File: src/rtl/alu_sequencer_if.sv
// Handshake and operand/result bundle between a requester and the ALU sequencer.
interface alu_sequencer_if #(
  parameter int WIDTH = 8
);
  logic             start;
  logic [2:0]       op;
  logic             dest;
  logic [WIDTH-1:0] b_in;
  logic [WIDTH-1:0] c_in;
  logic [WIDTH-1:0] alu_b;
  logic [WIDTH-1:0] alu_c;
  logic [2:0]       alu_fn;
  logic             alu_en;
  logic [WIDTH-1:0] alu_result;
  logic             alu_carry;
  logic [WIDTH-1:0] reg_a;
  logic [WIDTH-1:0] reg_d;
  logic             flag_z;
  logic             flag_c;
  logic             flag_s;
  logic             busy;
  logic             done;

  modport slave (
    input  start, op, dest, b_in, c_in, alu_result, alu_carry,
    output alu_b, alu_c, alu_fn, alu_en, reg_a, reg_d,
           flag_z, flag_c, flag_s, busy, done
  );

  modport master (
    output start, op, dest, b_in, c_in, alu_result, alu_carry,
    input  alu_b, alu_c, alu_fn, alu_en, reg_a, reg_d,
           flag_z, flag_c, flag_s, busy, done
  );
endinterface

File: src/rtl/alu_sequencer.sv
// Sequences one ALU operation: capture operands, wait for relay settle, latch result.
// Condition flags are built only when ALU_SEQ_FLAGS_EN is defined.
module alu_sequencer #(
  parameter int WIDTH         = 8,
  parameter int SETTLE_CYCLES = 4
) (
  input logic           clk,
  input logic           reset,
  alu_sequencer_if.slave bus
);
  localparam logic [2:0] OP_ADD = 3'd0;
  localparam logic [2:0] OP_INC = 3'd1;
  localparam logic [2:0] OP_SHL = 3'd6;

  typedef enum logic [1:0] {IDLE, SETTLE, LATCH, DONE} state_t;

  state_t           state_q, state_d;
  logic [3:0]       cnt_q, cnt_d;
  logic             dest_q, dest_d;
  logic [2:0]       fn_q, fn_d;
  logic [WIDTH-1:0] b_q, b_d;
  logic [WIDTH-1:0] c_q, c_d;
  logic [WIDTH-1:0] rega_q, rega_d;
  logic [WIDTH-1:0] regd_q, regd_d;

  always_ff @(posedge clk or posedge reset) begin
    if (reset) begin
      state_q <= IDLE;
      cnt_q   <= '0;
      dest_q  <= 1'b0;
      fn_q    <= '0;
      b_q     <= '0;
      c_q     <= '0;
      rega_q  <= '0;
      regd_q  <= '0;
    end else begin
      state_q <= state_d;
      cnt_q   <= cnt_d;
      dest_q  <= dest_d;
      fn_q    <= fn_d;
      b_q     <= b_d;
      c_q     <= c_d;
      rega_q  <= rega_d;
      regd_q  <= regd_d;
    end
  end

  always_comb begin
    state_d = state_q;
    cnt_d   = cnt_q;
    dest_d  = dest_q;
    fn_d    = fn_q;
    b_d     = b_q;
    c_d     = c_q;
    rega_d  = rega_q;
    regd_d  = regd_q;
    case (state_q)
      IDLE: if (bus.start) begin
        fn_d    = bus.op;
        b_d     = bus.b_in;
        c_d     = bus.c_in;
        dest_d  = bus.dest;
        cnt_d   = 4'(SETTLE_CYCLES - 1);
        state_d = SETTLE;
      end
      SETTLE: begin
        if (cnt_q == 4'd0) state_d = LATCH;
        else               cnt_d   = cnt_q - 4'd1;
      end
      LATCH: begin
        if (dest_q) regd_d = bus.alu_result;
        else        rega_d = bus.alu_result;
        state_d = DONE;
      end
      DONE:    state_d = IDLE;
      default: state_d = IDLE;
    endcase
  end

  assign bus.alu_b  = b_q;
  assign bus.alu_c  = c_q;
  assign bus.alu_fn = fn_q;
  assign bus.alu_en = (state_q == SETTLE) || (state_q == LATCH);
  assign bus.busy   = (state_q != IDLE);
  assign bus.done   = (state_q == DONE);
  assign bus.reg_a  = rega_q;
  assign bus.reg_d  = regd_q;

`ifdef ALU_SEQ_FLAGS_EN
  logic fz_q, fz_d, fc_q, fc_d, fs_q, fs_d;

  // Only arithmetic-style functions produce a meaningful carry out.
  always_comb begin
    fz_d = fz_q;
    fc_d = fc_q;
    fs_d = fs_q;
    if (state_q == LATCH) begin
      fz_d = (bus.alu_result == '0);
      fs_d = bus.alu_result[WIDTH-1];
      fc_d = ((fn_q == OP_ADD) || (fn_q == OP_INC) || (fn_q == OP_SHL)) && bus.alu_carry;
    end
  end

  always_ff @(posedge clk or posedge reset) begin
    if (reset) begin
      fz_q <= 1'b0;
      fc_q <= 1'b0;
      fs_q <= 1'b0;
    end else begin
      fz_q <= fz_d;
      fc_q <= fc_d;
      fs_q <= fs_d;
    end
  end

  assign bus.flag_z = fz_q;
  assign bus.flag_c = fc_q;
  assign bus.flag_s = fs_q;
`else
  logic       unused_carry;
  logic [2:0] unused_ops;
  assign unused_carry = bus.alu_carry;
  assign unused_ops   = OP_ADD | OP_INC | OP_SHL;
  assign bus.flag_z   = 1'b0;
  assign bus.flag_c   = 1'b0;
  assign bus.flag_s   = 1'b0;
`endif
endmodule

File: src/flat_wrapper.sv
// flat-port wrapper written by rule: the top's interface ports become plain ports
module alu_sequencer_flat 
#(
  parameter int WIDTH         = 8,
  parameter int SETTLE_CYCLES = 4
)
  (clk, reset, bus_start, bus_op, bus_dest, bus_b_in, bus_c_in, bus_alu_result, bus_alu_carry, bus_alu_b, bus_alu_c, bus_alu_fn, bus_alu_en, bus_reg_a, bus_reg_d, bus_flag_z, bus_flag_c, bus_flag_s, bus_busy, bus_done);
  alu_sequencer_if #(.WIDTH(WIDTH)) bus_i ();
  input logic clk;
  input logic reset;
  input wire logic [$bits(bus_i.start)-1:0] bus_start;
  input wire logic [$bits(bus_i.op)-1:0] bus_op;
  input wire logic [$bits(bus_i.dest)-1:0] bus_dest;
  input wire logic [$bits(bus_i.b_in)-1:0] bus_b_in;
  input wire logic [$bits(bus_i.c_in)-1:0] bus_c_in;
  input wire logic [$bits(bus_i.alu_result)-1:0] bus_alu_result;
  input wire logic [$bits(bus_i.alu_carry)-1:0] bus_alu_carry;
  output wire logic [$bits(bus_i.alu_b)-1:0] bus_alu_b;
  output wire logic [$bits(bus_i.alu_c)-1:0] bus_alu_c;
  output wire logic [$bits(bus_i.alu_fn)-1:0] bus_alu_fn;
  output wire logic [$bits(bus_i.alu_en)-1:0] bus_alu_en;
  output wire logic [$bits(bus_i.reg_a)-1:0] bus_reg_a;
  output wire logic [$bits(bus_i.reg_d)-1:0] bus_reg_d;
  output wire logic [$bits(bus_i.flag_z)-1:0] bus_flag_z;
  output wire logic [$bits(bus_i.flag_c)-1:0] bus_flag_c;
  output wire logic [$bits(bus_i.flag_s)-1:0] bus_flag_s;
  output wire logic [$bits(bus_i.busy)-1:0] bus_busy;
  output wire logic [$bits(bus_i.done)-1:0] bus_done;
  assign bus_i.start = bus_start;
  assign bus_i.op = bus_op;
  assign bus_i.dest = bus_dest;
  assign bus_i.b_in = bus_b_in;
  assign bus_i.c_in = bus_c_in;
  assign bus_i.alu_result = bus_alu_result;
  assign bus_i.alu_carry = bus_alu_carry;
  assign bus_alu_b = bus_i.alu_b;
  assign bus_alu_c = bus_i.alu_c;
  assign bus_alu_fn = bus_i.alu_fn;
  assign bus_alu_en = bus_i.alu_en;
  assign bus_reg_a = bus_i.reg_a;
  assign bus_reg_d = bus_i.reg_d;
  assign bus_flag_z = bus_i.flag_z;
  assign bus_flag_c = bus_i.flag_c;
  assign bus_flag_s = bus_i.flag_s;
  assign bus_busy = bus_i.busy;
  assign bus_done = bus_i.done;
  alu_sequencer #(.WIDTH(WIDTH), .SETTLE_CYCLES(SETTLE_CYCLES)) u_core (.clk(clk), .reset(reset), .bus(bus_i));
endmodule
File: config.mk
export PLATFORM = sky130hd
export DESIGN_NAME = alu_sequencer_flat
export DESIGN_NICKNAME = d
export VERILOG_FILES = /design/src/rtl/alu_sequencer_if.sv /design/src/rtl/alu_sequencer.sv /design/src/flat_wrapper.sv
export SDC_FILE = /design/constraint.sdc
export NUM_CORES = 1
export LEC_CHECK = 0
export ABC_AREA = 1
export CORE_ASPECT_RATIO = 0.5
export CORE_UTILIZATION = 43
export DETAILED_ROUTE_END_ITERATION = 10
export PLACE_DENSITY = 0.85
export SLEW_MARGIN = 20
export SYNTH_ARGS = -nofsm -noshare
export SYNTH_HDL_FRONTEND = slang
export SYNTH_SLANG_ARGS = --single-unit
File: constraint.sdc
create_clock -name clk -period 1.5 [get_ports clk]
set_clock_uncertainty 0.05 [all_clocks]
set_input_delay 0.3 -clock clk [delete_from_list [all_inputs] [get_ports clk]]
set_output_delay 0.3 -clock clk [all_outputs]
set_load 0.05 [all_outputs]
* Word-level counts from Yosys, hierarchy flattened *
Index checks and enable logic that the tools add are counted.

storage, ports and cells
  register bits after elaboration = 42
  bits of input ports = 32
  logic and storage cells = 32

cells by class
  add/subtract/negate cells = 1
  equal/unequal tests = 6
  multiplexer cells = 6
  bitwise operators = 1
  reductions and logical operators = 10

operators with widths
  kind                 count
  $mux 4               2
  $pmux 2 s4           1
  $pmux 4 s2           1
  $reduce_and 2->1     4
  $eq 2x2->1 const B   2
  $logic_not 4->1      1
  $mux 2               2
  $ne 2x2->1 const B   2
  $reduce_bool 2->1    2
  $sub 4x1->4 const B  1
  $reduce_and 3->1     1
  $eq 2x1->1 const B   1
  $logic_not 2->1      1
  $ne 2x1->1 const B   1
  $logic_or 1x1->1     1
  $not 1->1            1

* Longest topological paths before layout *
Gate-level depths: netlist of run 1.

  depth in word-level cells = 3
  mapped depth = 7
  gate-level depth less buffers = 7

* Worst setup path before layout of run 1 *
OpenSTA, ideal clock, no wires.

  kind = reg-to-reg
  start = register u_core.state_q[0]
  end = register u_core.cnt_q[3]
  setup time = 0.120 ns
  arrival = 1.311 ns
  required time = 1.330 ns
  path slack = 0.019 ns
  stages on the path, launching flop included = 8
  cells stage by stage = dfrtp_1 inv_1 ha_1 inv_2 or2_4 nand3_4 nand2_1 o21ai_2

on the way
  cells in the longest elaborated chain, start to end = 3
  elaborated cells on any way between the ends = 7
  those cells by class = eq/ne (3); mux (1); reduce/logical (3)

ends and longest elaborated chain
  element                                                                  line                 source
  from (decl)                                                              alu_sequencer.sv:17  state_t state_q, state_d;
  from (signal assigned)                                                   alu_sequencer.sv:37  state_q <= state_d;
  $eq 2x1->1 / $logic_not 2->1 (equally long branches)                     alu_sequencer.sv:57  case (state_q)
  $ne 2x2->1 (no source line) / $reduce_bool 2->1 (equally long branches)  n/a
  $reduce_and 3->1 (no source line)                                        n/a
  to (signal assigned)                                                     alu_sequencer.sv:38  cnt_q <= cnt_d;
  to (decl)                                                                alu_sequencer.sv:18  logic [3:0] cnt_q, cnt_d;

Parallel ways exist; a longest one is shown, timed or not.
A chain may end at the register's enable or synchronous reset.

* Final worst setup path of run 1 *
  start = register u_core.state_q[1]
  end = output bus_done

on the way
  cells in the longest elaborated chain, start to end = 1

ends and longest elaborated chain
  element     line                 source
  $eq 2x2->1  alu_sequencer.sv:85  assign bus.done = (state_q == DONE);
  to (decl)   flat_wrapper.sv:28   output wire logic [$bits(bus_i.done)-1:0] bus_done;

Every way passes these cells.

==> summary.md, run 1 <==
| Metric | Value |
|---|---|
| Outcome | finished with violations |
| Crit Reg-Reg Endpoint | u_core.bus.alu_b[3]$_DFFE_PP0P_ |
| CTS sink cnt | 42 |
| Gp weighted congestion | 0.745 |
| Final worst slack | -0.0138 ns |
| DRT Pass-1 Iters | 4 |
| Initial Utilization | 46.4% |
| Critical Path Max Stage Delay | 0.38 ns |
| CTS root buf | clkbuf_8 |
| Startpoint Class | register |
| Num CTS Buffers | 5 |
| Final hold vios | 0 |
| Synthesized flop and latch total | 42 |
| Slowest cell on the critical path | dfrtp_1 |
| PortBufs | 68 |
| Synth cell types | 21 |
| Area leader, netlist | dfrtp_1 |
| Commonest cells post-synth | 42 x dfrtp_1, 33 x nand2_1, 18 x mux2_4 |
| Share of the synthesized area in the top cell type | 56.0% |
| Clk slew on worst S/H paths | 0.08 ns |
| Antenna-violating nets left | 0 |
| Max cap viols | 0 |
| Iteration-0 DRC Markers | 37 |
| Top-Level Pins | 73 |
| # DRC | 0 |
| Count leader, synth | dfrtp_1 |
| Fin crit share | 101% |
| Antenna violations before repair | 0 |
| Worst path cell trace | buf_4 -> ha_1 -> buf_12 |
| Final-stage net count | 279 |
| Reg2reg start | u_core.state_q[0]$_DFFE_PP0P_ |
| Worst-skew pair later-pin latency | 0.29 ns |
| Die height | 48.7 um |
| Ranking of synthesized cells by area | dfrtp_1 56%, mux2_4 14%, nand2_1 6.6%, ha_1 4.7%, o21ai_0 4.5% |
| Die X | 95.5 um |
| Max clock buf depth | 2 |
| Final setup violation count | 3 |
| Cells after synthesis | 162 |
| HP Class | in -> async |
| Total Wirelength | 4490 um |
| Sequential cell area fraction in the yosys report | 56.0% |
| Most used DFF post-synth | dfrtp_1 |
| Post-DP HPWL | 3390 um |
| Crit path arrival time | 1.16 ns |
| EDFF count, synth | 0 |
| CP startpoint | u_core.state_q[1]$_DFFE_PP0P_ |
| CTS H-tree depth | 2 |
| Row cnt | 16 |
| Placed Cells | 286 |
| Post-Layout Cell Count | 294 |
| Core box area | 4040 um2 |
| GRT Total Usage | 21.5% |
| Share of layout cells above drive strength 1 | 35.4% |
| DR vias | 1385 |
| Setup CP Type | reg -> out |
| Die area | 4650 um2 |
| Diodes inserted | 0 |
| Worst-case reg-to-reg path depth | 5 |
| Vias per std cell | 4.71 |
| Max Fclk | 0.661 GHz |
| CP Max Fanout | 3 |
| Netlist Area Pre-Place | 1880 um2 |
| WL/cell | 15.3 um |
| R2R Setup Slk | 0.07 ns |
| Slew Viols, Final | 0 |
| TritonCTS clock tree | built |
| First-pass GRT wire length | 7340 um |
| RSZ-0062 raised after global routing | true |
| Synthesis-to-finish area growth | 67.6% |
| Grt ovf | 0 |
| Avg Inst Size Synth | 11.6 um2 |
| Largest net degree at the start of global routing | 31 |
| FFs w/ async S/R, synth | 100% |
| Pre-CTS setup slack | -0.0682 ns |
| Vias in the first global route | 1465 |
| Min cycle time layout | 1.51 ns |
| Worst Setup End Kind | output pin |
| Failing checks | negative setup slack |
| Yosys warning total | 0 |
| CP endpoint | bus_done |
| Worst EP required | 1.15 ns |
[layer usage]
layer  up-vias  track usage (%)  wire [um]
li1        664                -          -
met1       675             24.4       1790
met2        35             39.8       2470
met3        11             4.72        150
met4         0             6.97         80
met5         -                0          0
[worst min-delay path by stage]
stage / start / endpoint / slack (ns) / cells after the start
after floorplan: bus_b_in[7] / u_core.bus.alu_b[7]$_DFFE_PP0P_ / 0.40 / 1
after global placement: u_core.cnt_q[0]$_DFFE_PP0P_ / u_core.cnt_q[0]$_DFFE_PP0P_ / 0.44 / 2
after detailed placement: u_core.cnt_q[1]$_DFFE_PP0P_ / u_core.cnt_q[1]$_DFFE_PP0P_ / 0.45 / 2
after CTS: reset / u_core.bus.alu_b[1]$_DFFE_PP0P_ / 0.35 / 3
after global routing: reset / u_core.bus.alu_b[0]$_DFFE_PP0P_ / 0.38 / 3
final: reset / u_core.bus.alu_b[0]$_DFFE_PP0P_ / 0.34 / 3
[placed cells by master, fill, tap and decap left out]
master and count:
nand3_1 4, nand3_4 1, or2_4 2, xor2_1 1
o21ai_2 4, nand2_2 3, inv_4 1, mux2_2 1
dfrtp_1 42, nor2_1 3, a21oi_1 1, clkdlybuf4s50_1 30
buf_4 6, mux2_4 18, inv_2 1, clkbuf_1 2
ha_2 1, inv_1 16, buf_12 40, clkbuf_8 5
conb_1 3, o21ai_0 17, nand2_1 31, ha_4 1
nor2_2 1, ha_1 5
[worst max-delay path, delay by kind of cell (launching register included)]
family / cells / cell delay (ns)
buffers and inverters: 2 / 0.29
adders and majority gates: 1 / 0.20
DFF: 1 / 0.38
[layout make-up]
cell class                      instances  area [um2]
Clock buffer                            7        76.3
Fill cell                             212         896
Inverter                               18        70.1
Multi-Input combinational cell         97         737
Sequential cell                        42        1050
Tap cell                               54        67.6
Timing Repair Buffer                   76        1150
[metrics by stage]
stage          hold WS (ns)  utilization, %  setup TNS [ns]  instance area [um2]
6_report              0.342            77.8         -0.0268                 3150
3_3_place_gp          0.440            75.1          -0.429                 3040
3_5_place_dp          0.450            75.1           -1.11                 3040
5_1_grt               0.380            77.8          -0.200                 3150
2_1_floorplan         0.399               -               0                 1890
4_1_cts               0.346            77.5         -0.0377                 3130
[timing repair]
| item | 4_1_cts | 5_1_grt |
|---|---|---|
| pin swaps | 0 | 1 |
| hold buffers | 0 | 0 |
| setup endpoints to repair | 4 | 23 |
| resized for setup | 2 | 6 |
| buffers inserted | 1 | 0 |
[kinds of logic after synthesis]
group,count (synthesis),share of synthesized area [%]
flops,42,56.0
mux,19,15.0
other cells,1,0.200
fa+ha+maj,7,4.66
simple gates,45,10.5
compound gates,22,6.66
buf+inv,25,6.53
xor+xnor,1,0.466
[state kept, by name (all words and copies together), names as in the netlist]
name,cells
u_core.bus.alu_b,8
u_core.bus.alu_c,8
u_core.bus.reg_a,8
u_core.bus.reg_d,8
u_core.cnt_q,4
u_core.bus.alu_fn,3
u_core.state_q,2
u_core.dest_q,1
Power of run 1 is left out: the tool's default activity adds up to more than one toggle a clock period on the data nets, which glitch-free logic cannot reach.
==> run 2: changes to the inputs <==
ABC_AREA = 0   (was 1)
PLACE_DENSITY = 0.86   (was 0.85)
==> summary.md, run 2 <==
| Metric | Value |
|---|---|
| Outcome | finished with violations (unchanged) |
| Failing checks | negative setup slack (unchanged) |
| Diodes inserted | 0 (unchanged) |
| FFs w/ async S/R, synth | 100% (unchanged) |
| Cell family with most CP delay | flip-flops (unchanged) |
| Synthesized flop and latch total | 42 (unchanged) |
| Worst-skew pair later-pin latency | 0.32 ns (was 0.29 ns) |
| Sequential Area | 1050 um2 (unchanged) |
| Avg Inst Size Synth | 14.2 um2 (was 11.6 um2) |
| Fin crit share | 115% (was 101%) |
| Share of layout cells above drive strength 1 | 61.5% (was 35.4%) |
| Final worst slack | -0.221 ns (was -0.0138 ns) |
| Synthesis-to-finish area growth | 99.2% (was 67.6%) |
| CP Max Fanout | 2 (was 3) |
| Ranking of synthesized cells by area | dfrtp_1 58%, mux2_2 22%, ha_1 4.8%, inv_1 1.4%, buf_4 1.2% (was dfrtp_1 56%, mux2_4 14%, nand2_1 6.6%, ha_1 4.7%, o21ai_0 4.5%) |
| Worst Setup End Kind | register (was output pin) |
| Worst EP required | 1.66 ns (was 1.15 ns) |
| Iteration-0 DRC Markers | 43 (was 37) |
| Antenna-violating nets left | 0 (unchanged) |
| Vias per std cell | 5.36 (was 4.71) |
| Worst-case reg-to-reg path depth | 5 (unchanged) |
| Grt ovf | 0 (unchanged) |
| Sequential cell area fraction in the yosys report | 57.9% (was 56.0%) |
| Slew Viols, Final | 0 (unchanged) |
| Startpoint Class | register (unchanged) |
| Area leader, netlist | dfrtp_1 (unchanged) |
| Die X | 93.9 um (was 95.5 um) |
| Reg2reg start | u_core.cnt_q[1]$_DFFE_PP0P_ (was u_core.state_q[0]$_DFFE_PP0P_) |
| Max Fclk | 0.581 GHz (was 0.661 GHz) |
| Core box area | 3960 um2 (was 4040 um2) |
| Final hold vios | 0 (unchanged) |
| CTS sink cnt | 42 (unchanged) |
| Commonest non-fill, non-tap cell in the layout | dfrtp_1 (unchanged) |
| Post-DP HPWL | 3420 um (was 3390 um) |
| Num CTS Buffers | 5 (unchanged) |
| Netlist Area Pre-Place | 1820 um2 (was 1880 um2) |
| Setup CP Type | reg -> reg (was reg -> out) |
| Cts hold-fix bufs | 0 (unchanged) |
| Final core utilization | 91.2% (was 77.8%) |
| Final-stage net count | 269 (was 279) |
| First-pass GRT wire length | 8600 um (was 7340 um) |
| Antenna violations before repair | 0 (unchanged) |
| DRT Pass-1 Iters | 4 (unchanged) |
| Max clock buf depth | 2 (unchanged) |
| Length of routed met2 wiring | 3590 um (was 2470 um) |
| CTS H-tree depth | 2 (unchanged) |
| Highest Signal Layer | met4 (unchanged) |
| Synth cell types | 27 (was 21) |
| Bufs and invs on worst path | 1 (was 2) |
| Cells after synthesis | 128 (was 162) |
| Share of the synthesized area in the top cell type | 57.9% (was 56.0%) |
| WL/cell | 24.5 um (was 15.3 um) |
| Total Wirelength | 7000 um (was 4490 um) |
| Die area | 4500 um2 (was 4650 um2) |
| Final setup violation count | 38 (was 3) |
| Crit path arrival time | 1.89 ns (was 1.16 ns) |
| Commonest cells post-synth | 42 x dfrtp_1, 36 x mux2_2, 7 x ha_1, 7 x inv_1, 5 x nand2_1 (was 42 x dfrtp_1, 33 x nand2_1, 18 x mux2_4) |
| Critical Path Max Stage Delay | 0.42 ns (was 0.38 ns) |
| TritonCTS clock tree | built (unchanged) |
| Max cap viols | 0 (unchanged) |
| Most frequent cells in the layout | 42 x dfrtp_1, 39 x buf_12, 30 x clkdlybuf4s50_1, 25 x mux2_4, 20 x buf_4 (was 42 x dfrtp_1, 40 x buf_12, 31 x nand2_1, 30 x clkdlybuf4s50_1, 18 x mux2_4) |
| Min cycle time layout | 1.72 ns (was 1.51 ns) |
| Top-Level Pins | 73 (unchanged) |
| DR vias | 1529 (was 1385) |
| RSZ-0062 raised after global routing | true (unchanged) |
| Largest net degree at the start of global routing | 28 (was 31) |
| Die height | 47.9 um (was 48.7 um) |
| Initial Utilization | 45.8% (was 46.4%) |
| Vias in the first global route | 1559 (was 1465) |
| Footprint of the multi-input gates | 962 um2 (was 737 um2) |
| Gp weighted congestion | 0.692 (was 0.745) |
| EDFF count, synth | 0 (unchanged) |
| # DRC | 0 (unchanged) |
| Yosys warning total | 0 (unchanged) |
| R2R Setup Slk | -0.22 ns (was 0.07 ns) |
| CP startpoint | u_core.cnt_q[1]$_DFFE_PP0P_ (was u_core.state_q[1]$_DFFE_PP0P_) |
| Row cnt | 16 (unchanged) |
| Clk slew on worst S/H paths | 0.10 ns (was 0.08 ns) |
| Most used DFF post-synth | dfrtp_1 (unchanged) |
| Count leader, synth | dfrtp_1 (unchanged) |
| CTS root buf | clkbuf_8 (unchanged) |
| Worst path cell trace | inv_2 -> ha_4 -> or3b_4 -> a21boi_4 -> mux2_4 (was buf_4 -> ha_1 -> buf_12) |
| Routed met1 length | 2790 um (was 1790 um) |
| Fillers | 125 (was 212) |
| WL met3 | 447 um (was 150 um) |
| Slowest cell on the critical path | dfrtp_1 (unchanged) |
| PortBufs | 68 (unchanged) |
| Crit Reg-Reg Endpoint | u_core.state_q[1]$_DFFE_PP0P_ (was u_core.bus.alu_b[3]$_DFFE_PP0P_) |
| HP Class | in -> async (unchanged) |
| GRT Total Usage | 28.2% (was 21.5%) |
==> run 2: changes by cell type after synthesis, sizes merged, moves of 2 or more <==
cell | before | now
nand2b | 0 | 2
nor2 | 4 | 1
inv | 18 | 7
mux2 | 19 | 37
o21ai | 21 | 2
mux2i | 0 | 2
or3 | 0 | 2
clkbuf | 0 | 2
or2 | 2 | 0
nand3 | 5 | 0
nand2 | 34 | 5
nor3 | 0 | 2
==> run 2: layer usage <==
| metal | up-vias | global-route usage [%] |
|---|---|---|
| met5 | - | 0 |
| met4 | 0 | 14.8 |
| met3 | 19 | 6.67 |
| met2 | 84 | 56.6 |
| met1 | 780 | 29.4 |
| li1 | 646 | - |
==> run 2: cell type report <==
type	instances	area share, %
clock buffers	6	2.28
flip-flops and latches	42	29.1
inverters	7	0.830
multi-input cells	73	26.6
clock inverters	2	0.346
well taps	54	1.87
repair buffers	101	39.0
==> run 2: worst max-delay path by stage <==
| stage | to | cells after the start | slack (ns) |
|---|---|---|---|
| 5_1_grt | bus_busy | 5 | -0.25 |
| 4_1_cts | u_core.state_q[1]$_DFFE_PP0P_ | 5 | -0.15 |
| 6_report | u_core.state_q[1]$_DFFE_PP0P_ | 5 | -0.22 |
| 2_1_floorplan | u_core.state_q[1]$_DFFE_PP0P_ | 6 | -0.18 |
| 3_5_place_dp | u_core.state_q[1]$_DFFE_PP0P_ | 5 | -0.18 |
| 3_3_place_gp | u_core.state_q[1]$_DFFE_PP0P_ | 5 | -0.10 |
==> run 2: per-stage QoR <==
step	cell area, um2	setup WS [ns]	setup TNS, ns	hold slack, ns	cells
after floorplan	1840	-0.177	-0.189	0.401	130
after global placement	3080	-0.103	-1.90	0.438	262
after detailed placement	3080	-0.176	-2.52	0.468	262
after CTS	3410	-0.150	-0.675	0.325	282
after global routing	3620	-0.249	-4.95	0.359	285
final	3620	-0.221	-3.94	0.330	285
==> run 2: what timing repair did <==
action                     4_1_cts  5_1_grt
resized for setup               28       42
cloned                           1        2
pin swaps                        5        6
setup endpoints to repair       30       45
buffers inserted                11        3
==> run 2: worst min-delay path, cell delays in order <==
cell and delay (ns):
clkdlybuf4s50_1 0.42, inv_1 0.11, buf_4 0.25
==> run 2: logic make-up (layout without fill, tap and decap cells) <==
kind of cell             count (synthesis)  count (layout)  synth area share, %
buffers and inverters                   15             116                 4.27
AND/OR/NAND/NOR                         16              16                 4.69
adder cells (fa/ha/maj)                  7               7                 4.82
flip-flops                              42              42                 57.9
multiplexers                            39              39                 24.1
other                                    1               3                0.207
AO/OA/AOI/OAI                            8               8                 4.07
Power of run 2 is left out for the same reason.
